===== src/rtl/processor_pkg.sv =====
// Shared fetch-stage definitions: FSM state encoding, instruction byte
// count and the default reset PC.
package processor_pkg;

    typedef enum logic [1:0] {
        ST_REQ    = 2'd0,
        ST_WAIT   = 2'd1,
        ST_DRAIN  = 2'd2,
        ST_HALTED = 2'd3
    } fetch_state_t;

    localparam int          INST_BYTES       = 4;
    localparam logic [63:0] DEFAULT_RESET_PC = 64'h0;

endpackage


===== src/rtl/instruction_fetch_if.sv =====
// Instruction memory request/response channel plus the decode-side
// instruction handshake. The fetch stage is the master.
interface instruction_fetch_if #(
    parameter int WORDSIZE         = 64,
    parameter int INSTRUCTION_SIZE = 32
);
    logic                        imem_req_valid;
    logic                        imem_req_ready;
    logic [WORDSIZE-1:0]         imem_req_addr;
    logic                        imem_resp_valid;
    logic [INSTRUCTION_SIZE-1:0] imem_resp_data;
    logic                        inst_valid;
    logic                        inst_ready;
    logic [INSTRUCTION_SIZE-1:0] inst_data;
    logic [WORDSIZE-1:0]         inst_pc;

    modport master (
        output imem_req_valid, imem_req_addr,
        input  imem_req_ready, imem_resp_valid, imem_resp_data,
        output inst_valid, inst_data, inst_pc,
        input  inst_ready
    );

    modport slave (
        input  imem_req_valid, imem_req_addr,
        output imem_req_ready, imem_resp_valid, imem_resp_data,
        input  inst_valid, inst_data, inst_pc,
        output inst_ready
    );
endinterface


===== src/rtl/fetch_fifo.sv =====
// Two-entry queue of {pc, instruction}. Slot 0 is always the head.
// Flush wins over push/pop; a simultaneous push and pop are both honoured.
module fetch_fifo #(
    parameter int PC_W   = 64,
    parameter int INST_W = 32
) (
    input  logic              clk,
    input  logic              reset,
    input  logic              push,
    input  logic              pop,
    input  logic              flush,
    input  logic [PC_W-1:0]   push_pc,
    input  logic [INST_W-1:0] push_inst,
    output logic [PC_W-1:0]   head_pc,
    output logic [INST_W-1:0] head_inst,
    output logic [1:0]        count,
    output logic              full,
    output logic              empty
);
    logic [1:0][PC_W-1:0]   pc_q, pc_d;
    logic [1:0][INST_W-1:0] inst_q, inst_d;
    logic [1:0]             count_q, count_d;
    logic                   do_pop, do_push, wr_idx;

    // Next-state: shift on pop, write behind the surviving entries on push.
    always_comb begin
        pc_d    = pc_q;
        inst_d  = inst_q;
        count_d = count_q;
        do_pop  = pop && (count_q != 2'd0);
        do_push = push && ((count_q != 2'd2) || do_pop);
        wr_idx  = do_pop ? (count_q == 2'd2) : (count_q == 2'd1);
        if (flush) begin
            count_d = 2'd0;
        end else begin
            if (do_pop) begin
                pc_d[0]   = pc_q[1];
                inst_d[0] = inst_q[1];
            end
            if (do_push) begin
                pc_d[wr_idx]   = push_pc;
                inst_d[wr_idx] = push_inst;
            end
            count_d = count_q + {1'b0, do_push} - {1'b0, do_pop};
        end
    end

    // Storage and occupancy registers.
    always_ff @(posedge clk or posedge reset) begin
        if (reset) begin
            pc_q    <= '0;
            inst_q  <= '0;
            count_q <= 2'd0;
        end else begin
            pc_q    <= pc_d;
            inst_q  <= inst_d;
            count_q <= count_d;
        end
    end

    assign head_pc   = pc_q[0];
    assign head_inst = inst_q[0];
    assign count     = count_q;
    assign full      = (count_q == 2'd2);
    assign empty     = (count_q == 2'd0);
endmodule


===== src/rtl/instruction_fetch.sv =====
// Instruction fetch stage: owns the PC, keeps one imem request in flight,
// buffers up to two tagged instructions for decode, handles redirect/flush
// and halt. Optional macro IFETCH_ALIGN_CHECK_EN turns a misaligned
// redirect into a sticky fault that parks the stage in HALTED until reset;
// without it the low two target bits are simply cleared.
//
// state  | meaning
// REQ    | presenting (or allowed to present) a request at pc
// WAIT   | one request accepted, response pending, will be queued
// DRAIN  | one request accepted, response pending, will be discarded
// HALTED | misaligned redirect seen; idle until reset
module instruction_fetch
    import processor_pkg::*;
#(
    parameter int                   WORDSIZE         = 64,
    parameter int                   INSTRUCTION_SIZE = 32,
    parameter logic [WORDSIZE-1:0]  RESET_PC         = WORDSIZE'(DEFAULT_RESET_PC)
) (
    input  logic                clk,
    input  logic                reset,
    input  logic                halt,
    input  logic                redirect_en,
    input  logic [WORDSIZE-1:0] redirect_pc,
    output logic                fetch_fault,
    instruction_fetch_if.master bus
);
    localparam logic [WORDSIZE-1:0] PC_INC = WORDSIZE'(INSTRUCTION_SIZE / 8);

    fetch_state_t        state_q, state_d;
    logic [WORDSIZE-1:0] pc_q, pc_d;
    logic [WORDSIZE-1:0] tag_q, tag_d;
    logic                pend_q, pend_d;
    logic                fault_q, fault_d;
    logic                req_valid, accept, push, pop, flush;
    logic                misalign;
    logic [WORDSIZE-1:0] target;
    logic [1:0]          q_count;
    logic                q_full, q_empty;

`ifdef IFETCH_ALIGN_CHECK_EN
    assign misalign = (redirect_pc[1:0] != 2'b00);
    assign target   = redirect_pc;
`else
    assign misalign = 1'b0;
    assign target   = redirect_pc & ~WORDSIZE'(3);
`endif

    // A request once shown is held (pend_q) even if halt rises before accept.
    assign req_valid = !reset && (state_q == ST_REQ) &&
                       (pend_q || (!halt && (q_count < 2'd2)));
    assign accept    = req_valid && bus.imem_req_ready;
    assign pop       = !q_empty && bus.inst_ready;

    // Next-state and datapath control; redirect overrides all other events.
    always_comb begin
        state_d = state_q;
        pc_d    = pc_q;
        tag_d   = tag_q;
        pend_d  = pend_q;
        fault_d = fault_q;
        push    = 1'b0;
        flush   = 1'b0;
        if (state_q == ST_HALTED) begin
            pend_d = 1'b0;
        end else if (redirect_en) begin
            flush  = 1'b1;
            pend_d = 1'b0;
            if (misalign) begin
                fault_d = 1'b1;
                state_d = ST_HALTED;
            end else begin
                pc_d = target;
                unique case (state_q)
                    ST_REQ:   state_d = accept ? ST_DRAIN : ST_REQ;
                    ST_WAIT,
                    ST_DRAIN: state_d = bus.imem_resp_valid ? ST_REQ : ST_DRAIN;
                    default:  state_d = state_q;
                endcase
            end
        end else begin
            unique case (state_q)
                ST_REQ: begin
                    if (accept) begin
                        tag_d   = pc_q;
                        pc_d    = pc_q + PC_INC;
                        pend_d  = 1'b0;
                        state_d = ST_WAIT;
                    end else if (req_valid) begin
                        pend_d = 1'b1;
                    end
                end
                ST_WAIT: begin
                    if (bus.imem_resp_valid) begin
                        push    = 1'b1;
                        state_d = ST_REQ;
                    end
                end
                ST_DRAIN: begin
                    if (bus.imem_resp_valid) state_d = ST_REQ;
                end
                default: state_d = state_q;
            endcase
        end
    end

    // State, PC, in-flight tag and sticky fault registers.
    always_ff @(posedge clk or posedge reset) begin
        if (reset) begin
            state_q <= ST_REQ;
            pc_q    <= RESET_PC;
            tag_q   <= '0;
            pend_q  <= 1'b0;
            fault_q <= 1'b0;
        end else begin
            state_q <= state_d;
            pc_q    <= pc_d;
            tag_q   <= tag_d;
            pend_q  <= pend_d;
            fault_q <= fault_d;
        end
    end

    fetch_fifo #(
        .PC_W   (WORDSIZE),
        .INST_W (INSTRUCTION_SIZE)
    ) u_fifo (
        .clk       (clk),
        .reset     (reset),
        .push      (push),
        .pop       (pop),
        .flush     (flush),
        .push_pc   (tag_q),
        .push_inst (bus.imem_resp_data),
        .head_pc   (bus.inst_pc),
        .head_inst (bus.inst_data),
        .count     (q_count),
        .full      (q_full),
        .empty     (q_empty)
    );

    assign bus.imem_req_valid = req_valid;
    assign bus.imem_req_addr  = pc_q;
    assign bus.inst_valid     = !q_empty;
    assign fetch_fault        = fault_q;

    // q_full is only of interest to observers of the queue.
    logic unused_full;
    assign unused_full = q_full;
endmodule


===== src/flat_wrapper.sv =====
// flat-port wrapper written by rule: the top's interface ports become plain ports
module instruction_fetch_flat import processor_pkg::*;
#(
    parameter int                   WORDSIZE         = 64,
    parameter int                   INSTRUCTION_SIZE = 32,
    parameter logic [WORDSIZE-1:0]  RESET_PC         = WORDSIZE'(DEFAULT_RESET_PC)
)
  (clk, reset, halt, redirect_en, redirect_pc, fetch_fault, bus_imem_req_valid, bus_imem_req_addr, bus_imem_req_ready, bus_imem_resp_valid, bus_imem_resp_data, bus_inst_valid, bus_inst_data, bus_inst_pc, bus_inst_ready);
  instruction_fetch_if #(.WORDSIZE(WORDSIZE), .INSTRUCTION_SIZE(INSTRUCTION_SIZE)) bus_i ();
  input  logic clk;
  input  logic reset;
  input  logic halt;
  input  logic redirect_en;
  input  logic [WORDSIZE-1:0] redirect_pc;
  output logic fetch_fault;
  output wire logic [$bits(bus_i.imem_req_valid)-1:0] bus_imem_req_valid;
  output wire logic [$bits(bus_i.imem_req_addr)-1:0] bus_imem_req_addr;
  input wire logic [$bits(bus_i.imem_req_ready)-1:0] bus_imem_req_ready;
  input wire logic [$bits(bus_i.imem_resp_valid)-1:0] bus_imem_resp_valid;
  input wire logic [$bits(bus_i.imem_resp_data)-1:0] bus_imem_resp_data;
  output wire logic [$bits(bus_i.inst_valid)-1:0] bus_inst_valid;
  output wire logic [$bits(bus_i.inst_data)-1:0] bus_inst_data;
  output wire logic [$bits(bus_i.inst_pc)-1:0] bus_inst_pc;
  input wire logic [$bits(bus_i.inst_ready)-1:0] bus_inst_ready;
  assign bus_imem_req_valid = bus_i.imem_req_valid;
  assign bus_imem_req_addr = bus_i.imem_req_addr;
  assign bus_i.imem_req_ready = bus_imem_req_ready;
  assign bus_i.imem_resp_valid = bus_imem_resp_valid;
  assign bus_i.imem_resp_data = bus_imem_resp_data;
  assign bus_inst_valid = bus_i.inst_valid;
  assign bus_inst_data = bus_i.inst_data;
  assign bus_inst_pc = bus_i.inst_pc;
  assign bus_i.inst_ready = bus_inst_ready;
  instruction_fetch #(.WORDSIZE(WORDSIZE), .INSTRUCTION_SIZE(INSTRUCTION_SIZE), .RESET_PC(RESET_PC)) u_core (.clk(clk), .reset(reset), .halt(halt), .redirect_en(redirect_en), .redirect_pc(redirect_pc), .fetch_fault(fetch_fault), .bus(bus_i));
endmodule

===== config.mk =====
export PLATFORM = sky130hd
export DESIGN_NAME = instruction_fetch_flat
export DESIGN_NICKNAME = d
export VERILOG_FILES = /design/src/rtl/processor_pkg.sv /design/src/rtl/instruction_fetch_if.sv /design/src/rtl/fetch_fifo.sv /design/src/rtl/instruction_fetch.sv /design/src/flat_wrapper.sv
export SDC_FILE = /design/constraint.sdc
export NUM_CORES = 1
export LEC_CHECK = 0
export BUFFER_PORTS_ARGS = -buffer_cell sky130_fd_sc_hd__buf_2
export CAP_MARGIN = 20
export CORE_UTILIZATION = 50
export CTS_CLUSTER_DIAMETER = 80
export DETAILED_ROUTE_END_ITERATION = 12
export GPL_TIMING_DRIVEN = 0
export HOLD_SLACK_MARGIN = 0.03
export PLACE_DENSITY_LB_ADDON = 0.25
export SYNTH_ARGS = -nofsm -noshare
export SYNTH_HDL_FRONTEND = slang
export SYNTH_HIERARCHICAL = 1
export SYNTH_SLANG_ARGS = --single-unit

===== constraint.sdc =====
create_clock -name clk -period 11.1 [get_ports clk]
set_input_delay 0.555 -clock clk [delete_from_list [all_inputs] [get_ports clk]]
set_output_delay 0.555 -clock clk [all_outputs]
set_load 0.01 [all_outputs]

After elaboration in Yosys (flattened, before gate mapping)

Index checks and enable logic that the tools add are counted.

Flip-flop bits (word level): 325
Bits of input ports: 103
Word-level logic and storage cells: 88

Add/subtract/negate cells: 3
Magnitude comparators: 3
Equality and inequality tests: 8
Multiplexer cells: 35
Bitwise operators: 3
Reductions and logical operators: 27

Operators by type and width:

| cell                  | number |
|---|---|
| $mux 64               | 7 |
| $bwmux 128            | 1 |
| $mux 32               | 4 |
| $add 64x3->64 const B | 1 |
| $bwmux 64             | 1 |
| $demux 64 s1          | 1 |
| $demux 32 s1          | 1 |
| $mux 1                | 12 |
| $mux 2                | 6 |
| $logic_and 1x1->1     | 8 |
| $pmux 2 s2            | 2 |
| $reduce_and 4->1      | 2 |
| $reduce_bool 2->1     | 4 |
| $eq 2x2->1 const B    | 3 |
| $eq 2x1->1 const B    | 2 |
| $logic_not 2->1       | 2 |
| $reduce_and 2->1      | 2 |
| $reduce_bool 4->1     | 1 |
| $logic_not 1->1       | 3 |
| $ne 3x1->1 const B    | 1 |
| $ne 3x2->1 const B    | 1 |
| $not 1->1             | 3 |
| $reduce_and 3->1      | 1 |
| $reduce_bool 3->1     | 1 |
| 8 further kinds       | 9 |

Logic depth before layout (Yosys ltp)

Depth after elaboration: 11
Depth in mapped cells: 11
Depth with buffers taken out: 9

Hierarchy

The synthesis kept the hierarchy.

By module, submodules not included:

| module            | times used | cells an instance | area an instance (µm²) | sequential area each (µm²) |
|---|---|---|---|---|
| fetch_fifo        | 1          | 643               | 8359.3                 | 4854.7 |
| instruction_fetch | 1          | 862               | 7121.8                 | 3178.0 |

Least setup slack after synthesis

OpenSTA, ideal clock, no wires.

Kind: input port to output port
Start point: in reset
End point: out bus_imem_req_valid
Data arrival time: 3.706 ns
Path slack: 6.839 ns
Cell stages on the path: 2
Path buffers: 0
Path through: inv_1 -> and3_1

Cells in the longest elaborated chain, start to end: 3

Ends and longest elaborated chain:

| what                           | line                    | RTL |
|---|---|---|
| from (decl)                    | flat_wrapper.sv:11      | `input logic reset;` |
| $logic_not 1->1                | instruction_fetch.sv:49 | `assign req_valid = !reset && (state_q == ST_REQ) &&` |
| $logic_and 1x1->1 (2 in a row) | instruction_fetch.sv:49 |  |
| to (decl)                      | flat_wrapper.sv:16      | `output wire logic [$bits(bus_i.imem_req_valid)-1:0] bus_imem_req_valid;` |

No other way between the ends.

Worst setup path in the final report

Start point: reg u_core.state_q[0]
End point: reg u_core.u_fifo.pc_q, in the netlist u_core/u_fifo/head_pc[55]

Cells in the longest elaborated chain, start to end: 6

Ends and longest elaborated chain:

| what                   | line                     | RTL |
|---|---|---|
| from (decl)            | instruction_fetch.sv:29  | `fetch_state_t state_q, state_d;` |
| from (signal assigned) | instruction_fetch.sv:115 | `state_q <= state_d;` |
| $eq 2x1->1             | instruction_fetch.sv:81  | `unique case (state_q)` |
| $mux 1                 | instruction_fetch.sv:81  |  |
| $mux 1                 | instruction_fetch.sv:65  | `end else if (redirect_en) begin` |
| $mux 1 *               | instruction_fetch.sv:63  | `if (state_q == ST_HALTED) begin` |
| named net u_core.push  | instruction_fetch.sv:34  | `logic req_valid, accept, push, pop, flush;` |
| $logic_and 1x1->1 *    | fetch_fifo.sv:31         | `do_push = push && ((count_q != 2'd2) \|\| do_pop);` |
| $mux 64 *              | fetch_fifo.sv:40         | `if (do_push) begin` |
| to (signal assigned)   | fetch_fifo.sv:55         | `pc_q <= pc_d;` |
| to (decl)              | fetch_fifo.sv:20         | `logic [1:0][PC_W-1:0] pc_q, pc_d;` |

Mark *: on every way through the listed nets, which the timed path passes. The rest lies on a longest branch.
A chain may end at the register's enable or synchronous reset.

==> results.yml <==
run_status:
  status: "completed"
critical_path:
  worstPathMaxFanout: 10
  critical_path_class: "flop to flop"
  r2r_cells: 10
  worstPathCellList: "ha_1 -> clkbuf_1 -> nor2_1 -> and3_1 -> nand2b_1 -> o32a_1 -> buf_2 -> clkbuf_1 -> a222oi_1 -> inv_1"
  critPathLaunchType: "flop"
  critical-path-top-delay-family: "simple AND/OR/NAND/NOR gates"
  cp.arrival_ps: 3920
  cp_slowest_cell: "and3_1"
  cp.required_ps: 11490
  endpoint_kind: "flop"
  cp.buffers_inverters: 4
  crit_path_max_incr_delay_ps: 460
  crit_top_cell: "clkbuf_1"
  cp.depth: 10
finish:
  drive_gt1_share_pct: 31.5
  design_area_um2: 18500
  area_growth_pct: 19.3
  fin_nets: 1921
  post-route-util_pct: 60.6
sta:
  final.min_clock_period_ps: 3530
  fin_setup_tns_ps: 0
  relSlewSlack_pct: 32.0
  worstMarginPinSlew_ps: 1020
  hold_viol: 0
  slew_violations: 0
  setup_viol: 0
  max_freq_ghz: 0.283
  rsz0062_at_grt: "no"
  skew_ps: 16.3
  timing.final.crit_share_pct: 31.8
global_route:
  grt_max_degree: 133
  grt-ovfl-total: 0
  grt_pass1_vias: 12500
  grt_pass1_wl_um: 71500
  grt_use_total_pct: 29.5
  antenna_found_initial: 3
floorplanning:
  start_util_pct: 50.7
  ios: 266
  die_w_um: 178
  core.rowCount: 64
  die_area_um2: 31700
  die_y_um: 178
  coreArea_um2: 30500
logic_synthesis:
  synthArstFlopShare_pct: 100
  synth_top_area_share_pct: 51.9
  synth_edf_count: 0
  synth_area_per_cell_um2: 10.3
  postSynthCellCount: 1505
  yosys_register_bits: 321
  synth_warnings: 6
  ys_seq_area_share_pct: 51.9
  yosysTopAreaCell: "dfrtp_1"
  ys.flop_type: "dfrtp_1"
  synth_area_leaders: "dfrtp_1 (52%), mux2_2 (7.1%), a222oi_1 (6.2%)"
  syn-cell-area_um2: 15500
  synth_cell_type_count: 80
clock_tree:
  post-cts-setup-buffers: 0
  path_clk_slew_ps: 50
  cts_htree_levels: 2
  numCtsBuffers: 36
  worstSkewPairLatency_ps: 510
  hold_buffers: 0
  cts_resized: 0
  clockBufferDepth: 3
  clockRootBuffer: "clkbuf_16"
  cts_num_sinks: 321
  cts_tree: "built"
routing:
  wl_per_cell_um: 21.1
  routed_via_density: 5.96
  vias: 13300
  drt_pre_antenna_iters: 9
  drtIter0Drc: 1520
  ant_nets: 0
  drc: 0
  wirelength_um: 47200
placed_design:
  post_dp_cell_area_um2: 17400
  placement.io_buffers: 260
  dpl.hpwl_um: 33600
  place_congestion: 0.946
power:
  leakagePower_nw: 9.88
  powerDensity_nw_per_um2: 207
  vdd_drop_max_mv: 0.106
job:
  cap_violations: 0
hold_path:
  min_path_type: "input pin to async pin"
[layout make-up]
cell class	count	area (um2)
flip-flops and latches	321	8030
plain buffers	201	1220
well taps	396	495
repair buffers	264	1370
fillers	2583	12000
clock inverters	6	58.8
inverters	114	440
diodes	1	2.50
clock buffers	53	1040
multi-input cells	875	5820
[worst reg2reg max path, stage by stage, from the launching register on]
cell,delay (ps)
dfrtp_1,420
ha_1,310
clkbuf_1,300
nor2_1,330
and3_1,460
nand2b_1,190
o32a_1,390
buf_2,190
clkbuf_1,290
a222oi_1,440
inv_1,80
[metal layers]
metal,GRT usage [%],part of all wire (%),vias up
li1,-,-,5971
met1,41.2,42,6478
met2,45.2,45,722
met3,4.91,9.1,130
met4,12.7,4.2,2
met5,0,0.049,-
[flip-flops by register name, summed over array words and instances (netlist names)]
signal                    count
u_core/u_fifo/head_pc        64
u_core/u_fifo/pc_q           64
u_core/bus.imem_req_addr     62
u_core/tag_q                 62
u_core/u_fifo/head_inst      32
u_core/u_fifo/inst_q         32
u_core/state_q                2
u_core/u_fifo/count           2
u_core/pend_q                 1
[cell usage after synthesis, types with 12 or more instances]
| master | instances |
|---|---|
| a21oi_1 | 37 |
| a222oi_1 | 96 |
| and3_1 | 30 |
| and4_1 | 12 |
| buf_2 | 35 |
| buf_4 | 103 |
| clkbuf_1 | 56 |
| dfrtp_1 | 321 |
| inv_1 | 113 |
| mux2_2 | 97 |
| nand2_1 | 217 |
| nand3_1 | 37 |
| nand4_1 | 29 |
| nor2_1 | 49 |
| nor3_1 | 31 |
| nor4_1 | 20 |
| o21ai_0 | 50 |
[stage by stage]
step	setup WS (ps)	hold slack [ps]	cells	power [mW]
6_report	7570	129	2231	3.82
3_3_place_gp	2910	458	2167	2.67
2_1_floorplan	5260	452	1511	2.29
3_5_place_dp	7260	468	2169	2.71
5_1_grt	7460	163	2231	4.02
4_1_cts	7200	131	2228	3.84
[power by group]
| part | internal, mW | total (mW) | switching (mW) |
|---|---|---|---|
| logic | 0.516 | 1.06 | 0.541 |
| registers | 1.41 | 1.65 | 0.240 |
| clock network | 0.666 | 1.12 | 0.454 |
[logic make-up after synthesis]
logic type	count (synthesis)	share of synthesized area, %
compound gates	270	13.6
mux	106	7.64
simple gates	485	15.7
other cells	1	0.0242
fa+ha+maj	5	0.404
flops	321	51.9
xor+xnor	2	0.113
buf+inv	315	10.7
[path summary, 6_finish.rpt]
path / start / end / slack [ps]
worst max-delay path: u_core/state_q[0] / u_core/u_fifo/head_pc[55] / 7570
worst min-delay path: reset / u_core/bus.imem_req_addr[53] / 130
worst max register to register: u_core/state_q[0] / u_core/u_fifo/head_pc[55] / 7570
worst min register to register: u_core/u_fifo/pc_q[107] / u_core/u_fifo/head_pc[43] / 480
max in group asynchronous: reset / u_core/u_fifo/head_pc[29] / 9900
min in group clk: redirect_pc[54] / u_core/bus.imem_req_addr[54] / 290
[cell usage in the layout (no fill, tap or decap), types with 49 or more instances in the layout]
| cell | count |
|---|---|
| nor2_1 | 49 |
| buf_2 | 297 |
| buf_4 | 103 |
| o21ai_0 | 50 |
| inv_1 | 111 |
| dfrtp_1 | 321 |
| nand2_1 | 217 |
| mux2_2 | 97 |
| clkbuf_1 | 67 |
| a222oi_1 | 96 |
No activity file was read; power rests on OpenSTA's default activity.
